File: src/rtl/branch_sequencer.sv
// Purpose: sequences the T3..T6 control steps of a conditional branch and keeps branch/taken statistics.
// Latency: strobes in cycles 1..4 after the accepting edge, done in cycle 5, ready again in cycle 6; illegal opcode done in cycle 1.
// Backpressure: none; start is only sampled in IDLE and is dropped otherwise, abort cancels an active sequence.
module branch_sequencer #(
  parameter logic [4:0] BR_OPCODE = 5'b10010
) (
  input  logic        Clock,
  input  logic        Clear,
  input  logic        start,
  input  logic        abort,
  input  logic [31:0] IR,
  input  logic        CON,
  output logic        busy,
  output logic        done,
  output logic        illegal,
  output logic        taken,
  output logic [3:0]  C2_out,
  output logic        Gra,
  output logic        Rout,
  output logic        CONin,
  output logic        PCout,
  output logic        Yin,
  output logic        Cout,
  output logic        ADD,
  output logic        Zin,
  output logic        Zlowout,
  output logic        PCin,
  output logic [15:0] branch_count,
  output logic [15:0] taken_count
);

  typedef enum logic [2:0] {
    S_IDLE,
    S_T3,
    S_T4,
    S_T5,
    S_T6,
    S_DONE,
    S_ERR
  } state_t;

  state_t state;

  // Only the opcode and C2 fields matter here; the rest of IR is carried for the datapath.
  logic ir_unused;
  assign ir_unused = ^{IR[26:23], IR[18:0]};

  // Sequence state, latched instruction fields, status flags and saturating statistics.
  always_ff @(posedge Clock) begin
    if (Clear) begin
      state        <= S_IDLE;
      illegal      <= 1'b0;
      taken        <= 1'b0;
      C2_out       <= 4'h0;
      branch_count <= 16'h0000;
      taken_count  <= 16'h0000;
    end else begin
      case (state)
        S_IDLE: begin
          // start outranks abort here; abort has nothing to cancel in IDLE
          if (start) begin
            if (IR[31:27] == BR_OPCODE) begin
              state   <= S_T3;
              C2_out  <= IR[22:19];
              illegal <= 1'b0;
              taken   <= 1'b0;
            end else begin
              state   <= S_ERR;
              illegal <= 1'b1;
            end
          end
        end
        S_T3: state <= abort ? S_IDLE : S_T4;
        S_T4: state <= abort ? S_IDLE : S_T5;
        S_T5: state <= abort ? S_IDLE : S_T6;
        S_T6: begin
          if (abort) begin
            // a cancelled branch must not be counted nor change the taken flag
            state <= S_IDLE;
          end else begin
            state <= S_DONE;
            taken <= CON;
            if (branch_count != 16'hFFFF) begin
              branch_count <= branch_count + 16'd1;
            end
            if (CON && (taken_count != 16'hFFFF)) begin
              taken_count <= taken_count + 16'd1;
            end
          end
        end
        S_DONE:  state <= S_IDLE;
        S_ERR:   state <= S_IDLE;
        default: state <= S_IDLE;
      endcase
    end
  end

  // Moore decode of the step strobes; abort blanks every strobe in the cycle it is seen.
  always_comb begin
    busy    = (state != S_IDLE);
    done    = (state == S_DONE) || (state == S_ERR);
    Gra     = 1'b0;
    Rout    = 1'b0;
    CONin   = 1'b0;
    PCout   = 1'b0;
    Yin     = 1'b0;
    Cout    = 1'b0;
    ADD     = 1'b0;
    Zin     = 1'b0;
    Zlowout = 1'b0;
    PCin    = 1'b0;
    if (!abort) begin
      case (state)
        S_T3: begin
          Gra   = 1'b1;
          Rout  = 1'b1;
          CONin = 1'b1;
        end
        S_T4: begin
          PCout = 1'b1;
          Yin   = 1'b1;
        end
        S_T5: begin
          Cout = 1'b1;
          ADD  = 1'b1;
          Zin  = 1'b1;
        end
        S_T6: begin
          Zlowout = 1'b1;
          PCin    = CON;
        end
        default: ;
      endcase
    end
  end

endmodule

File: config.mk
export PLATFORM = sky130hd
export DESIGN_NAME = branch_sequencer
export DESIGN_NICKNAME = d
export VERILOG_FILES = /design/src/rtl/branch_sequencer.sv
export SDC_FILE = /design/constraint.sdc
export NUM_CORES = 1
export LEC_CHECK = 0
export CAP_MARGIN = 30
export CORE_MARGIN = 4
export CORE_UTILIZATION = 43
export CTS_BUF_LIST = sky130_fd_sc_hd__clkbuf_16
export DETAILED_ROUTE_END_ITERATION = 12
export PLACE_DENSITY = 0.79
export SLEW_MARGIN = 30
export SYNTH_ARGS = -nofsm -noshare
export SYNTH_HDL_FRONTEND = slang
export SYNTH_SLANG_ARGS = --single-unit
File: constraint.sdc
create_clock -name Clock -period 2.53 [get_ports Clock]
set_clock_uncertainty 0.15 [all_clocks]
set_input_delay 0.506 -clock Clock [delete_from_list [all_inputs] [get_ports Clock]]
set_output_delay 0.506 -clock Clock [all_outputs]
set_load 0.1 [all_outputs]
==> results.md <==
* Status: completed
* Die W at 77.96 um
* Final setup viols at 0
* Total GRT Usage at 19.22%
* Layout net count at around 380
* Clk slew on worst S/H paths at about 0.060 ns
* Worst path max stage delay at 0.57 ns
* Area contributors post-synth: dfxtp_1 39%, a21oi_1 5.9%, o31ai_1 4.3%
* CTS H-tree lvls at 2
* Sequential fraction of the synthesis area at approximately two fifths
* Worst-path cell chain: dlygate4sd2_1 -> or4b_4 -> inv_4 -> nand2_4 -> clkinvlp_4 -> buf_12
* ANT cells at 0
* Final WS setup at 0.06690 ns
* Layout Area Growth over Synthesis at 53.15%
* Flop2flop setup slack at 0.26 ns
* Remaining Overflow, GRT at 0
* Post-synth EDFFs at 0
* Root buf cell: clkbuf_16
* CP max FO at 7
* First-pass iteration count of the detailed router at 4
* CP bufs+invs at 4
* Slowest cell on the critical path: or4b_4
* Vias per cell at 5.607
* Slew @ Worst Pin at 0.5384 ns
* Post-route DRC at 0
* WP data arrival at 1.81 ns
* Worst-case clock buffer depth at 2
* Rel. slew slack at 63.63%
* Mapped Cells at about 260
* Maxcap violations at 0
* Hpwl dp at 4096 um
* Tmin final at around 2.5 ns
* Core area at 4723 um2
* XOR/XNOR Fraction of Synth Area at 0.8323%
* Initial antenna violation count at 0
* Layout Cells excl Fill at about 400
* Vias in the first global route at 2065
* Crit path launch: abort
* Synth Net Count at 294
* Yosys warnings at 0
* Prevailing post-synth register cell: dfxtp_1
* Combinational family with the most area after synthesis: simple AND/OR/NAND/NOR gates
* FF/Latch Area at 842.1 um2
* Die area at a little over 6000 um2
* Post-synth top area cell: dfxtp_1
* Via count at between 2000 and 2500
* Share of layout cells above drive strength 1 at roughly 33%
* Stages on worst setup path at 6
* WS Path Type: input port to output pin
* CTS Hold Bufs at 0
* Unique cell type count in the Yosys netlist at 39
* Pwr dens at 694.2 nW/um2
* IO buf count at 63
* Final Cell Area at around 3200 um2
* Final antenna-violating net count at 0
* Seq cells post-synth at 41
* Multi-input logic area at 1221 um2
* RSZ-0062 raised after global routing: no
* Row cnt at 25
* Crit end category: output pin
* Placed cell count at 396
* Largest net degree at the start of global routing at 45
* Compound-cell area share of the yosys netlist at a little under a fifth
* Pins Over Slew Limit at 0
* Met1 WL at 2437 um
* Fill count at 377
* Metal3 WL at 334 um
* DR WL met2 at between 2000 and 3000 um
* Leakage at 1.246 nW
* Delay-heaviest family, CP: simple AND/OR/NAND/NOR gates
* Top cell type's share of synthesized area at 39.00%
* Drt total wl at 5762 um
* Dpl cell area at 3040 um2
* Die height at 77.96 um
* Adder-cell share of the synthesized area at 1.189%
* CTS Sinks at around 40
* Post-place setup slack at -0.3693 ns
* Total power at 2.237 mW
* Initial Utilization at 44.56%
* Worst hold slack at 0.3273 ns
* Crit path launch type: input port
* Final hold violation count at 0
* Mux share of post-synthesis cell area at under 10%
* R2r endpoint: branch_count[15]
* Worst-Skew Late Latency at approximately 0.28 ns
* Routed len/inst at ~14 um
* CTS tree: yes
* Fmax at 0.4060 GHz
* Commonest non-fill, non-tap cell in the layout: buf_4
* Number of DRC markers in iteration 0 at 79
* CP Data Required Time at 1.87 ns
* Worst min-delay path class: flip-flop to flip-flop
* Avg Inst Size Synth at 8.253 um2
* Post-Synth Simple-Gate Area at 30.62%
* I/O pin cnt at between 80 and 90
* Critical Path End: PCin
* Max IR drop VDD at 0.4292 mV
* Num CTS Buffers at 5
* GP Congestion at ~0.8
* Uppermost layer routed: met4
* Most frequent cells in the layout: 65 x buf_4, 25 x a21oi_1, 24 x dfxtp_1
* Final worst-path cycle share at between 90% and 100%
* Mapped Area at 2105 um2
* R2r worst-path depth at 4
* Async set-reset flop share out of synthesis at 0%
* Worst r2r src: state[1]
* First-pass GRT wire length at 9556 um
power by group:
| group | switching (mW) | leakage (nW) | total (mW) | internal, mW |
|---|---|---|---|---|
| combinational | 0.542 | 0.823 | 0.823 | 0.282 |
| clock | 0.251 | 0.0826 | 0.709 | 0.458 |
| sequential | 0.0269 | 0.340 | 0.705 | 0.678 |
| total | 0.819 | 1.25 | 2.24 | 1.42 |
flip-flops by register name, indices dropped and copies added (netlist names):
register      count
taken             1
taken_count      16
C2_out            4
state             3
illegal           1
branch_count     16
what timing repair did:
item                       in CTS  in global routing
hold endpoints to repair        0                  0
resized for setup               5                  0
setup endpoints to repair       6                  0
setup buffers                   1                  0
layout make-up:
class / count / area share, %
clock buffers: 5 / 3.882
multi-input cells: 190 / 37.89
inverters: 8 / 1.126
clock inverters: 3 / 1.165
flip-flops and latches: 41 / 26.13
well taps: 67 / 2.601
repair buffers: 91 / 27.21
metal layers:
| metal | track usage, % | vias to the layer above |
|---|---|---|
| met5 | 0 | - |
| met4 | 7.692 | 0 |
| met3 | 4.640 | 14 |
| met2 | 32.11 | 62 |
| met1 | 23.68 | 1065 |
| li1 | - | 1130 |
kinds of logic after synthesis:
group | count (synthesis)
adder cells (fa/ha/maj) | 2
AND/OR/NAND/NOR | 114
multiplexers | 9
flip-flops | 41
XOR/XNOR | 2
AO/OA/AOI/OAI | 63
buffers and inverters | 24
worst min-delay path by stage:
| stage | slack [ns] | startpoint | end | cells after the start |
|---|---|---|---|---|
| 2_1_floorplan | 0.50 | IR[19] | C2_out[0] | 2 |
| 3_3_place_gp | 0.31 | branch_count[4] | branch_count[4] | 1 |
| 3_5_place_dp | 0.32 | branch_count[4] | branch_count[4] | 1 |
| 4_1_cts | 0.33 | branch_count[4] | branch_count[4] | 1 |
| 5_1_grt | 0.34 | branch_count[4] | branch_count[4] | 1 |
| 6_report | 0.33 | branch_count[4] | branch_count[4] | 1 |
synthesized netlist by cell type (all sizes together), types with 5 or more instances:
library cell   n
mux2i          5
nand4         10
nor3           7
o21ai         14
or3           10
clkbuf         8
inv            8
nand2         16
nor2          20
or4           11
buf            8
a21oi         25
o31ai         12
dfxtp         41
nand3         12
nor4           7
per-stage QoR:
step | TNS [ns] | util, %
after floorplan | -1.095 | -
after global placement | -3.467 | 64.37
after detailed placement | -3.570 | 64.37
after CTS | 0 | 68.24
after global routing | 0 | 68.24
final | 0 | 68.24
Power figures use the tool's default switching activity.
